===== config.mk =====
export PLATFORM = sky130hd
export DESIGN_NAME = sc_wrr_slave_arbiter
export DESIGN_NICKNAME = d
export VERILOG_FILES = /design/src/rtl/sc_wrr_slave_arbiter.sv
export SDC_FILE = /design/constraint.sdc
export NUM_CORES = 1
export LEC_CHECK = 0
export BUFFER_PORTS_ARGS = -buffer_cell sky130_fd_sc_hd__buf_4
export CORE_UTILIZATION = 30
export CTS_CLUSTER_DIAMETER = 80
export DETAILED_ROUTE_END_ITERATION = 10
export GPL_TIMING_DRIVEN = 0
export SLEW_MARGIN = 20
export SYNTH_ARGS = -nofsm -noshare
export SYNTH_HDL_FRONTEND = slang
export SYNTH_SLANG_ARGS = --single-unit

===== constraint.sdc =====
create_clock -name i_clk -period 2.35 [get_ports i_clk]
set_input_delay 0.1175 -clock i_clk [delete_from_list [all_inputs] [get_ports i_clk]]
set_output_delay 0.1175 -clock i_clk [all_outputs]
set_load 0.1 [all_outputs]

===== src/rtl/sc_wrr_slave_arbiter.sv =====
// -----------------------------------------------------------------------------
// sc_wrr_slave_arbiter
//
// Weighted round-robin arbiter guarding one slave port of the single-cycle
// crossbar. One of NUM_MS masters holds the grant until the slave acks. A master
// may win up to its weight of back-to-back transactions before priority moves
// on to the next master.
//
// Optional feature macro: SC_WRR_ARB_TIMEOUT_EN
//   When defined, a watchdog releases a grant that sees no ack for TO_CYCLES
//   grant cycles and pulses o_timeout. When undefined, o_timeout is tied to 0
//   and a grant is held until ack or request drop.
//
// Ports
//   i_clk        clock, all logic on the rising edge
//   i_reset      synchronous active-high reset
//   i_ms_req     per-master request level
//   i_ms_weight  per-master weight, master k at [k*WEIGHT_W +: WEIGHT_W]
//   i_sl_ack     slave completion strobe for the current grant
//   o_ms_en      one-hot registered grant
//   o_grant_id   index of the granted master (valid while o_busy)
//   o_busy       a grant is active (also the FSM state: 1 = GRANT)
//   o_timeout    one-cycle pulse when the watchdog releases a grant
//
// Handshake: a master raises i_ms_req and keeps it high until it sees its
// o_ms_en bit fall. The slave completes the transaction by pulsing i_sl_ack for
// one cycle while o_busy is high; the grant ends on the following edge. Lowering
// i_ms_req during a grant without an ack aborts that grant. i_sl_ack is ignored
// while o_busy is low.
// -----------------------------------------------------------------------------
module sc_wrr_slave_arbiter #(
    parameter int  NUM_MS    = 4,
    parameter int  WEIGHT_W  = 3,
    parameter int  TO_CYCLES = 255,
    localparam int ID_W      = (NUM_MS > 1) ? $clog2(NUM_MS) : 1
) (
    input  logic                       i_clk,
    input  logic                       i_reset,
    input  logic [NUM_MS-1:0]          i_ms_req,
    input  logic [NUM_MS*WEIGHT_W-1:0] i_ms_weight,
    input  logic                       i_sl_ack,
    output logic [NUM_MS-1:0]          o_ms_en,
    output logic [ID_W-1:0]            o_grant_id,
    output logic                       o_busy,
    output logic                       o_timeout
);

    if (NUM_MS < 2) begin : g_bad_num_ms
        $error("sc_wrr_slave_arbiter: NUM_MS must be at least 2");
    end
    if (TO_CYCLES < 1 || TO_CYCLES > 255) begin : g_bad_to_cycles
        $error("sc_wrr_slave_arbiter: TO_CYCLES must be in 1..255");
    end

    localparam logic [0:0] ST_IDLE  = 1'b0;
    localparam logic [0:0] ST_GRANT = 1'b1;

    logic [0:0]          state_q, state_d;
    logic [ID_W-1:0]     g_q, g_d;
    logic [ID_W-1:0]     ptr_q, ptr_d;
    logic [WEIGHT_W-1:0] credit_q [NUM_MS];
    logic [WEIGHT_W-1:0] credit_d [NUM_MS];
    logic [NUM_MS-1:0]   ms_en_q, ms_en_d;

    logic [WEIGHT_W-1:0] weight_arr [NUM_MS];
    logic [ID_W-1:0]     sel;
    logic                sel_vld;
    logic [WEIGHT_W-1:0] reload_val;
    logic [WEIGHT_W-1:0] credit_dec;
    logic                to_hit;
    logic                abort;

    function automatic logic [ID_W-1:0] wrap_inc(input logic [ID_W-1:0] id);
        if (id == ID_W'(NUM_MS - 1)) begin
            return '0;
        end
        return id + ID_W'(1);
    endfunction

    always_comb begin
        for (int k = 0; k < NUM_MS; k++) begin
            weight_arr[k] = i_ms_weight[k*WEIGHT_W +: WEIGHT_W];
        end
    end

    // First requester at or after ptr, wrapping modulo NUM_MS. The sum is one
    // bit wider than an index so ptr + offset never overflows before the wrap.
    always_comb begin
        logic [ID_W:0]   sum;
        logic [ID_W-1:0] idx;
        sel     = '0;
        sel_vld = 1'b0;
        sum     = '0;
        idx     = '0;
        for (int i = 0; i < NUM_MS; i++) begin
            sum = {1'b0, ptr_q} + (ID_W+1)'(i);
            if (sum >= (ID_W+1)'(NUM_MS)) begin
                sum = sum - (ID_W+1)'(NUM_MS);
            end
            idx = sum[ID_W-1:0];
            if (!sel_vld && i_ms_req[idx]) begin
                sel_vld = 1'b1;
                sel     = idx;
            end
        end
    end

    // A zero weight still grants one transaction per turn.
    assign reload_val = (weight_arr[sel] == '0) ? WEIGHT_W'(1) : weight_arr[sel];
    assign credit_dec = credit_q[g_q] - WEIGHT_W'(1);
    assign abort      = !i_ms_req[g_q] || to_hit;

    always_comb begin
        state_d  = state_q;
        g_d      = g_q;
        ptr_d    = ptr_q;
        credit_d = credit_q;
        case (state_q)
            ST_IDLE: begin
                if (sel_vld) begin
                    state_d = ST_GRANT;
                    g_d     = sel;
                    // Leftover credit from an earlier burst is kept; only an
                    // exhausted master gets a fresh weight load.
                    if (credit_q[sel] == '0) begin
                        credit_d[sel] = reload_val;
                    end
                end
            end
            ST_GRANT: begin
                if (i_sl_ack) begin
                    // Ack wins over a same-cycle drop or watchdog expiry.
                    credit_d[g_q] = credit_dec;
                    ptr_d         = (credit_dec == '0) ? wrap_inc(g_q) : g_q;
                    state_d       = ST_IDLE;
                end else if (abort) begin
                    credit_d[g_q] = '0;
                    ptr_d         = wrap_inc(g_q);
                    state_d       = ST_IDLE;
                end
            end
            default: begin
                state_d = ST_IDLE;
            end
        endcase
        ms_en_d = (state_d == ST_GRANT) ? (NUM_MS'(1) << g_d) : '0;
    end

    always_ff @(posedge i_clk) begin
        if (i_reset) begin
            state_q <= ST_IDLE;
            g_q     <= '0;
            ptr_q   <= '0;
            ms_en_q <= '0;
            for (int k = 0; k < NUM_MS; k++) begin
                credit_q[k] <= '0;
            end
        end else begin
            state_q  <= state_d;
            g_q      <= g_d;
            ptr_q    <= ptr_d;
            ms_en_q  <= ms_en_d;
            credit_q <= credit_d;
        end
    end

`ifdef SC_WRR_ARB_TIMEOUT_EN
    // to_cnt_q holds the number of ack-less grant cycles already elapsed, so
    // the current cycle is the limit cycle when it equals TO_CYCLES-1.
    logic [7:0] to_cnt_q, to_cnt_d;
    logic       timeout_q;

    always_comb begin
        to_hit = (state_q == ST_GRANT) && !i_sl_ack && (to_cnt_q == 8'(TO_CYCLES - 1));
        if (state_q == ST_IDLE) begin
            to_cnt_d = '0;
        end else if (!i_sl_ack) begin
            to_cnt_d = to_cnt_q + 8'd1;
        end else begin
            to_cnt_d = to_cnt_q;
        end
    end

    always_ff @(posedge i_clk) begin
        if (i_reset) begin
            to_cnt_q  <= '0;
            timeout_q <= 1'b0;
        end else begin
            to_cnt_q  <= to_cnt_d;
            timeout_q <= to_hit;
        end
    end

    assign o_timeout = timeout_q;
`else
    assign to_hit    = 1'b0;
    assign o_timeout = 1'b0;
`endif

    assign o_ms_en    = ms_en_q;
    assign o_grant_id = g_q;
    assign o_busy     = (state_q == ST_GRANT);

endmodule


==> impl_results.md, run 1 <==
- Layout cell share with drive strength beyond 1: 27.2%
- RePlAce Congestion: 0.925
- Area occupied by multi-input gates: 1230 um^2
- Peak VDD IR: 0.266 mV
- Synth Register Bits: 21
- Worst EP required: 2550 ps
- Final min period: 2330 ps
- Crit share post-route: 99.3%
- Chip width: 75.9 um
- Setup_tns: 0 ps
- Final Max Tran Viols: 0
- Worst rel slew slack: 57.9%
- Fmax achieved: 428 MHz
- HPWL after DPL: 3.75 mm
- Syn avg cell area: 7.58 um^2
- Most common cell after layout, fill and taps aside: buf_4
- Primary FF master, synth: dfxtp_1
- Vias/cell: 5.45
- Vias in the first global route: 1656
- CTS Buffer Depth: 2
- Row count: 26
- Worst Skew: 7.87 ps
- H-tree depth: 1
- ANT nets after route: 0
- RSZ-0062 raised after global routing: true
- Mapped Cells: 216
- DR WL/cell: 15.9 um
- Area Growth Syn to Fin: 26.5%
- PD cells: 664 nW/um^2
- Ys Warns: 0
- Initial antenna violation count: 0
- Crit Path Class: flop to flop
- Die area: 5760 um^2
- Tot GR Track Use: 18.9%
- Reg area: 432 um^2
- Final nets: 269
- Min-delay worst type: input port to flop
- Final core utilization: 40.1%
- Slew @ Worst Pin: 631 ps
- DRC viols: 0
- First-pass GRT wire length: 8.09 mm
- Post-synth ARST share: 0%
- Crit end category: flop
- CTS Buf Count: 3
- Post-Synthesis Cell Area: 1640 um^2
- Detailed-route wire length: 4.97 mm
- Root buf cell: clkbuf_8
- Hold Fails Final Rpt: 0
- Detailed Route Iter0 Violations: 164
- Post-synth EDFFs: 0
- Setup crit start kind: flop
- DR vias: 1707
- Grt ovf: 0
- Core area: 5170 um^2
- Worst Path Max Fanout: 8
- Worst-path clk slew: 90 ps
- Die height: 75.9 um
- Clock latency on the worst-skew pair: 270 ps
- # fillers: 510
- CTS tree: done
- Leakage: 0.779 nW
- Crit path arrival time: 2530 ps
- Pin count of the biggest net entering global routing: 12
- Syn nets: 241
- Antenna cell count: 0
- Clock sinks: 21
- Initial core utilization: 31.7%
- Commonest non-fill, non-tap cells in the layout: buf_4, nand2_1, nor2_1
- IO buf count: 23
- I/O Pins: 27
- Max-cap violations: 0
- DRT Pass-1 Iters: 5
- Final setup fails: 0
- Outcome: finished, final reports clean
- Yosys cell types: 51
- Seq/Total Area, Yosys: 25.7%
-- state kept, by name (all words and copies together), names as in the netlist --
name / count
o_grant_id: 2
o_busy: 1
credit_q: 12
ptr_q: 2
o_ms_en: 4
-- repair_timing --
| item | in CTS | in global routing |
|---|---|---|
| pin swaps | 3 | 4 |
| endpoints found under the setup margin | 10 | 10 |
| resized for setup | 16 | 5 |
| cloned | 0 | 0 |
| hold buffers | 0 | 0 |
| buffers inserted | 1 | 2 |
| hold endpoints to repair | 0 | 0 |
-- cell families (layout without fill, tap and decap cells) --
| logic type | after synthesis | after routing | share of synthesized area [%] |
|---|---|---|---|
| buffers and inverters | 19 | 46 | 5.27 |
| and+or+nand+nor | 90 | 90 | 26.2 |
| DFF | 21 | 21 | 25.7 |
| AOI/OAI and AO/OA | 66 | 66 | 27.0 |
| muxes | 12 | 12 | 10.5 |
| xor gates and xnor gates | 1 | 1 | 0.535 |
| adders and majority gates | 6 | 6 | 4.58 |
| other | 1 | 1 | 0.229 |
-- Yosys cell counts, types with 2 or more instances --
library cell	number	area, um^2
inv_1	7	26.3
a211o_1	3	26.3
o31a_1	2	17.5
nand3_1	7	35.0
ha_1	6	75.1
a21oi_1	14	70.1
and3_1	2	12.5
mux2i_1	7	70.1
or3_1	3	18.8
or4_1	4	30.0
mux4_2	4	90.1
nand2_1	25	93.8
nor2b_1	5	31.3
a22oi_1	5	37.5
nand2b_1	2	12.5
a311oi_1	2	17.5
clkbuf_1	6	22.5
a2111o_1	2	22.5
o22ai_1	3	18.8
o21ai_0	18	90.1
nor2_1	26	97.6
buf_2	3	15.0
dfxtp_1	21	420
nor3_1	7	35.0
and2_1	3	18.8
o211ai_1	3	22.5
a211oi_1	2	15.0
-- final cells by class --
| class | count | share of cell area (%) |
|---|---|---|
| Buffer | 8 | 2.36 |
| Clock buffer | 4 | 2.17 |
| Inverter | 8 | 1.51 |
| Multi-Input combinational cell | 176 | 59.5 |
| Sequential cell | 21 | 20.8 |
| Tap cell | 70 | 4.23 |
| Timing Repair Buffer | 26 | 9.42 |
-- metal layers --
metal  track usage, %  part of all wire [%]
met3             3.70                   8.2
met4             7.20                   1.4
met2             30.3                    45
met5                0                     0
met1             24.9                    45
-- worst paths after layout --
check | start | end | slack, ps | cells after the start
max reg2reg | o_grant_id[0]$_SDFF_PP0_ | credit_q[3]$_SDFFE_PP0P_ | 20 | 8
min reg2reg | credit_q[11]$_SDFFE_PP0P_ | credit_q[11]$_SDFFE_PP0P_ | 530 | 2
min | i_ms_weight[0] | credit_q[9]$_SDFFE_PP0P_ | 260 | 4
max | o_grant_id[0]$_SDFF_PP0_ | credit_q[3]$_SDFFE_PP0P_ | 20 | 8
-- report_power, final --
group | internal (W) | switching (W) | leakage, nW | total, W
Combinational | 0.000267 | 0.000408 | 0.582 | 0.000674
Sequential | 0.000399 | 0.0000508 | 0.174 | 0.000450
Clock | 0.000121 | 0.000130 | 0.0228 | 0.000251
-- worst max-delay path, stage by stage, from the launching register on --
cell and delay [ps]:
dfxtp_4 370, buf_6 140, mux4_2 500, and2_4 170
nor2_4 140, a2111o_1 190, nand3_2 140, or4_1 440
o211ai_1 170
-- through the flow --
stage | worst slack [ps] | area, um^2 | hold WS (ps) | total power [W] | instances
floorplan | -20.9 | 1680 | 390 | 0.000892 | 216
global placement | -285 | 1940 | 507 | 0.00105 | 309
detailed placement | -256 | 1940 | 510 | 0.00105 | 309
CTS | 3.10 | 2030 | 258 | 0.00132 | 311
global route | -116 | 2070 | 307 | 0.00144 | 313
finish | 16.0 | 2070 | 260 | 0.00137 | 313
Note: power is estimated with default switching activity, not from simulation.
==> run 2: changes to the inputs <==
--- a/config.mk
+++ b/config.mk
@@ -6,7 +6,7 @@
 export NUM_CORES = 1
 export LEC_CHECK = 0
 export BUFFER_PORTS_ARGS = -buffer_cell sky130_fd_sc_hd__buf_4
-export CORE_UTILIZATION = 30
+export CORE_UTILIZATION = 40
 export CTS_CLUSTER_DIAMETER = 80
 export DETAILED_ROUTE_END_ITERATION = 10
 export GPL_TIMING_DRIVEN = 0
==> run 2 against run 1 <==
  * Sequential share of layout area barely moved
  * Clock-buffer cell count fell by 1
  * Clock power barely moved
  * Global-route usage rose by 5.9 points
  * Fmax rose by 2.0%
  * Flip-flop and latch count did not move
  * Non-clock buffer count rose by 2
  * Design area rose by 0.42%
  * Die area fell by 24%
  * Total power rose by 0.54%
  * First-iteration DRC count fell by 45%
  * Cell count fell by 6.4%
  * Critical endpoint unchanged
  * Largest power group unchanged
==> impl_results.md, run 2 (synthesized netlist as in run 1, its figures left out) <==
- Final core utilization: 54.8% (+15 points)
- Family with the most delay on the worst path: simple AND/OR/NAND/NOR gates
- Initial core utilization: 43.1% (+11 points)
- Detailed Route Iter0 Violations: 91 (-45%)
- Crit share post-route: 97.3% (-2.0 points)
- Detailed-route wire length: 5.02 mm (+0.95%)
- Slew @ Worst Pin: 560 ps (-71.0 ps)
- ANT nets after route: 0 (unchanged)
- Hold Fails Final Rpt: 0 (unchanged)
- HPWL after DPL: 3.79 mm (+1.2%)
- Final Max Tran Viols: 0 (unchanged)
- Max-cap violations: 0 (unchanged)
- Die area: 4350 um^2 (-24%)
- DR vias: 1746 (+2.3%)
- Cell Chain, Critical Path: mux4_2, and2_4, nor2_4, a2111o_1, nand3_2, or4_4, o211ai_1
- IO buf count: 23 (unchanged)
- Commonest non-fill, non-tap cells in the layout: buf_4, nand2_1, nor2_1
- Antenna cell count: 0 (unchanged)
- Root buf cell: clkbuf_8
- I/O Pins: 27 (unchanged)
- Crit end category: flop
- Row count: 22 (-15%)
- Delay of the slowest critical-path stage: 500 ps (about the same)
- Pin count of the biggest net entering global routing: 13 (+1)
- Outcome: finished, final reports clean
- RSZ-0062 raised after global routing: true
- Leakage: 0.803 nW (+3.0%)
- Final setup fails: 0 (unchanged)
- RePlAce Congestion: 0.884 (-4.4%)
- H-tree depth: 1 (unchanged)
- Worst-path clk slew: 80 ps (about the same)
- # fillers: 370 (-27%)
- CP max-delay cell: mux4_2
- Final nets: 271 (+0.74%)
- Worst EP required: 2550 ps (about the same)
- Most common cell after layout, fill and taps aside: buf_4
- CTS Buffer Depth: 2 (unchanged)
- Peak VDD IR: 0.446 mV (+68%)
- Die height: 66.0 um (-13%)
- DR WL/cell: 17.1 um (+7.8%)
- Finished Cell Area: 2080 um^2 (+0.42%)
- First-pass GRT wire length: 8.04 mm (-0.68%)
- PD cells: 664 nW/um^2 (+0.12%)
- Fmax achieved: 437 MHz (+2.0%)
- Setup crit start kind: flop
- Crit path arrival time: 2490 ps (-40 ps)
- DRC viols: 0 (unchanged)
- Pwr Total: 0.00138 W (+0.54%)
- Min-delay worst type: input port to flop
- Grt ovf: 0 (unchanged)
- CTS Buf Count: 3 (unchanged)
- Area Growth Syn to Fin: 27.0%
- Clock sinks: 21 (unchanged)
- Worst Skew: 2.50 ps (-5.37 ps)
- Final min period: 2290 ps (-46.9 ps)
- Core area: 3800 um^2 (-27%)
- Area of placed instances: 1910 um^2 (-1.4%)
- Biggest register: credit_q
- Pre-CTS WS: -269 ps (-13.2 ps)
- Worst Path Max Fanout: 5 (-3)
- CTS tree: done
- DRT Pass-1 Iters: 5 (unchanged)
- Initial antenna violation count: 0 (unchanged)
- Final worst slack: 62.9 ps (+46.9 ps)
- Chip width: 66.0 um (-13%)
- Crit Path Class: flop to flop
- Buf+Inv Stages, Crit Path: 0 (-1)
- Vias in the first global route: 1555 (-6.1%)
- Hold Buf Count CTS: 0 (unchanged)
- Max reg flops: 12 (unchanged)
- Clock latency on the worst-skew pair: 270 ps (about the same)
- Vias/cell: 5.96 (+9.3%)
- Worst rel slew slack: 62.6% (+4.7 points)
- Layout cell share with drive strength beyond 1: 28.2% (+1.0 points)
- Tot GR Track Use: 24.8% (+5.9 points)
run 2: changes by cell type in the layout (fill, tap and decap cells not counted), sizes merged:
cell    change
buf         +2
clkbuf      -1
clkinv      +1
run 2: power breakdown:
| part | switching (W) | internal, W |
|---|---|---|
| registers | 0.0000536 | 0.000399 |
| clock network | 0.000129 | 0.000119 |
| logic | 0.000409 | 0.000273 |
run 2: final cells by class:
cell class                 instances  area, um^2  share of cell area (%)
multi-input combinational        176        1260                    60.4
sequential                        21         434                    20.9
timing repair buffer              30         225                    10.8
tap                               48        60.1                    2.89
clock buffer                       3        41.3                    1.98
inverter                           8        31.3                    1.50
buffer                             6        26.3                    1.26
clock inverter                     1        5.00                   0.241
run 2: final timing paths:
kind	from	endpoint	slack, ps	depth (start not counted)
worst max-delay path	o_grant_id[0]$_SDFF_PP0_	credit_q[3]$_SDFFE_PP0P_	60	7
worst min-delay path	i_ms_weight[1]	credit_q[10]$_SDFFE_PP0P_	250	5
worst max register to register	o_grant_id[0]$_SDFF_PP0_	credit_q[3]$_SDFFE_PP0P_	60	7
worst min register to register	credit_q[10]$_SDFFE_PP0P_	credit_q[10]$_SDFFE_PP0P_	530	2
run 2: metal layers:
| layer | GRT usage (%) | vias to the layer above | wire length (um) |
|---|---|---|---|
| met4 | 7.71 | 0 | 47 |
| met5 | 0 | - | 0 |
| met1 | 34.4 | 807 | 2290 |
| li1 | - | 853 | - |
| met3 | 4.31 | 7 | 398 |
| met2 | 38.8 | 79 | 2290 |
run 2: worst register-to-register path, cell delays in order (launching register included):
cell and delay (ps):
dfxtp_4 380, mux4_2 500, and2_4 170, nor2_4 150, a2111o_1 210, nand3_2 140, or4_4 500, o211ai_1 170
run 2: per-stage QoR:
stage	setup TNS, ps	cells	hold slack [ps]
after global routing	-93.9	293	281
final	0	293	247
after CTS	-2.07	289	248
after global placement	-1650	287	523
after detailed placement	-1350	287	520
after floorplan	-20.9	216	390
run 2: timing repair:
| item | 4_1_cts | 5_1_grt |
|---|---|---|
| gates cloned | 0 | 0 |
| buffers inserted | 0 | 7 |
| setup endpoints to repair | 10 | 8 |
| resized for setup | 16 | 11 |
| pin swaps | 4 | 9 |
==> run 3: changes to the inputs <==
--- a/config.mk
+++ b/config.mk
@@ -10,6 +10,7 @@
 export CTS_CLUSTER_DIAMETER = 80
 export DETAILED_ROUTE_END_ITERATION = 10
 export GPL_TIMING_DRIVEN = 0
+export PLACE_DENSITY = 0.59
 export SLEW_MARGIN = 20
 export SYNTH_ARGS = -nofsm -noshare
 export SYNTH_HDL_FRONTEND = slang
==> constraint.sdc (replaced) <==
create_clock -name i_clk -period 2.3 [get_ports i_clk]
set_input_delay 0.115 -clock i_clk [delete_from_list [all_inputs] [get_ports i_clk]]
set_output_delay 0.115 -clock i_clk [all_outputs]
set_load 0.1 [all_outputs]
==> run 3 against run 2 <==
  * Critical path depth did not move
  * Sequential power rose by 3%
  * Via count rose by 4.3%
  * Wire length rose by 4.7%
  * Clock skew rose by 0.50 ps
  * Flip-flop and latch count did not move
  * Core utilization rose by 0.66 points
  * Largest cell class unchanged
  * Design area rose by 1.2%
  * Combinational power rose by 4.8%
  * Register-to-register slack got worse by 20 ps
  * Total power rose by 3.5%
  * Worst hold slack improved by 35 ps
==> impl_results.md, run 3 (synthesized netlist as in run 1, its figures left out) <==
- Outcome: finished, final reports clean
- Met3 routed WL: 265 um (-33%)
- Row count: 22 (unchanged)
- Peak VDD IR: 0.443 mV (-0.75%)
- PD cells: 680 nW/um^2 (+2.3%)
- Final min period: 2260 ps (-29.8 ps)
- Leakage: 0.815 nW (+1.5%)
- Worst Path Max Fanout: 5 (unchanged)
- Initial antenna violation count: 0 (unchanged)
- Grt ovf: 0 (unchanged)
- First-pass GRT wire length: 8.42 mm (+4.8%)
- Delay of the slowest critical-path stage: 590 ps (+90 ps)
- Die area: 4350 um^2 (unchanged)
- Most common cell after layout, fill and taps aside: buf_4
- RePlAce Congestion: 0.894 (+1.1%)
- Initial core utilization: 43.1% (unchanged)
- Final Max Tran Viols: 0 (unchanged)
- Die height: 66.0 um (unchanged)
- CTS Buf Count: 3 (unchanged)
- Clock latency on the worst-skew pair: 260 ps (about the same)
- Detailed-route wire length: 5.26 mm (+4.7%)
- CTS Buffer Depth: 2 (unchanged)
- Worst rel slew slack: 58.8% (-3.9 points)
- Final core utilization: 55.4% (+0.66 points)
- Commonest non-fill, non-tap cells in the layout: buf_4, nand2_1, nor2_1
- Crit end category: flop
- Pwr Total: 0.00143 W (+3.5%)
- H-tree depth: 1 (unchanged)
- Area Growth Syn to Fin: 28.6%
- Wire length on met2: 2.34 mm (+2.1%)
- Biggest register: credit_q
- Fmax achieved: 443 MHz (+1.3%)
- Final worst slack: 42.7 ps (-20.2 ps)
- Clk pwr share: 17.4% (-0.5 points)
- Worst EP required: 2440 ps (-110 ps)
- P_int: 0.000817 W (+3.4%)
- Root buf cell: clkbuf_8
- Setup crit start kind: flop
- Final setup fails: 0 (unchanged)
- Pre-CTS WS: -287 ps (-17.4 ps)
- RSZ-0062 raised after global routing: true
- Sequential group share of total power: 32.6% (about the same)
- Psw: 0.000614 W (+3.7%)
- Max-cap violations: 0 (unchanged)
- Min-delay worst type: input port to flop
- CP max-delay cell: or4_4
- Family with the most delay on the worst path: simple AND/OR/NAND/NOR gates
- Buf+Inv Stages, Crit Path: 0 (unchanged)
- IO buf count: 23 (unchanged)
- Worst Skew: 3.00 ps (+0.504 ps)
- Worst-path clk slew: 80 ps (about the same)
- DRT Pass-1 Iters: 4 (-1)
- Hold Fails Final Rpt: 0 (unchanged)
- Detailed Route Iter0 Violations: 180 (+98%)
- Final nets: 273 (+0.74%)
- DR WL/cell: 17.8 um (+4.0%)
- Max reg flops: 12 (unchanged)
- Comb pwr share: 50.0% (+0.7 points)
- Layout cell share with drive strength beyond 1: 30.0% (+1.8 points)
- Core area: 3800 um^2 (unchanged)
- Setup_tns: 0 ps (unchanged)
- Cell Chain, Critical Path: nor2b_4, or4_4, and2_4, a2111o_1, and3_4, mux2i_1, o41ai_1
- Crit path arrival time: 2390 ps (-100 ps)
- Placed Instances: 287 (unchanged)
- CTS tree: done
- Crit Path Class: flop to flop
- Chip width: 66.0 um (unchanged)
- HPWL after DPL: 3.94 mm (+3.9%)
- Vias in the first global route: 1724 (+11%)
- I/O Pins: 27 (unchanged)
- ANT nets after route: 0 (unchanged)
- Fin cells: 295 (+0.68%)
- Tot GR Track Use: 26.0% (+1.2 points)
- Clock sinks: 21 (unchanged)
- Slew @ Worst Pin: 619 ps (+58.2 ps)
- Crit share post-route: 98.1% (+0.82 points)
- # fillers: 353 (-4.6%)
- Antenna cell count: 0 (unchanged)
- Hold Buf Count CTS: 0 (unchanged)
- Uppermost layer routed: met4
- Vias/cell: 6.17 (+3.6%)
- Pin count of the biggest net entering global routing: 12 (-1)
- DRC viols: 0 (unchanged)
- Sw Ratio: 42.9% (+0.090 points)
- DR vias: 1821 (+4.3%)
- Post-Route M1 WL: 2.53 mm (+11%)
==> run 3: per-layer routing <==
metal / up-vias / global-route usage (%)
met5: - / 0
met4: 0 / 11.2
met1: 873 / 35.3
met3: 15 / 4.14
met2: 72 / 40.3
li1: 861 / -
==> run 3: per-stage QoR <==
stage / instance area [um^2] / hold slack [ps]
after floorplan: 1700 / 387
after global placement: 1930 / 517
after detailed placement: 1930 / 526
after CTS: 2040 / 276
after global routing: 2110 / 297
final: 2110 / 282
==> run 3: power by group through the flow <==
| stage | registers (W) | clock network, W | logic (W) |
|---|---|---|---|
| floorplan | 0.000518 | 0 | 0.000424 |
| global placement | 0.000459 | 0 | 0.000644 |
| detailed placement | 0.000463 | 0 | 0.000652 |
| CTS | 0.000460 | 0.000252 | 0.000676 |
| global route | 0.000472 | 0.000265 | 0.000762 |
| finish | 0.000467 | 0.000249 | 0.000715 |
==> run 3: path summary, 6_finish.rpt <==
check,startpoint,endpoint,slack (ps),depth (start not counted)
min,i_ms_weight[0],credit_q[9]$_SDFFE_PP0P_,280,4
max,ptr_q[0]$_SDFFE_PP0P_,credit_q[0]$_SDFFE_PP0P_,40,7
min reg2reg,credit_q[2]$_SDFFE_PP0P_,credit_q[2]$_SDFFE_PP0P_,540,2
max reg2reg,ptr_q[0]$_SDFFE_PP0P_,credit_q[0]$_SDFFE_PP0P_,40,7
==> run 3: layout make-up <==
class,count,area [um^2],share of cell area (%)
Inverter,8,31.3,1.49
Timing Repair Buffer,33,245,11.6
Tap cell,48,60.1,2.85
Clock buffer,4,45.0,2.14
Buffer,5,22.5,1.07
Multi-Input combinational cell,176,1270,60.2
Sequential cell,21,434,20.6
==> run 3: what timing repair did <==
| action | CTS | global route |
|---|---|---|
| pin swaps | 5 | 7 |
| endpoints found under the setup margin | 11 | 11 |
| resized for setup | 15 | 9 |
| setup buffers | 3 | 7 |
| hold endpoints to repair | 0 | 0 |
==> run 3: tightest hold or removal path, delay by kind of cell <==
family	cells	cell delay [ps]
AO/OA/AOI/OAI	3	320
buffers and inverters	1	90
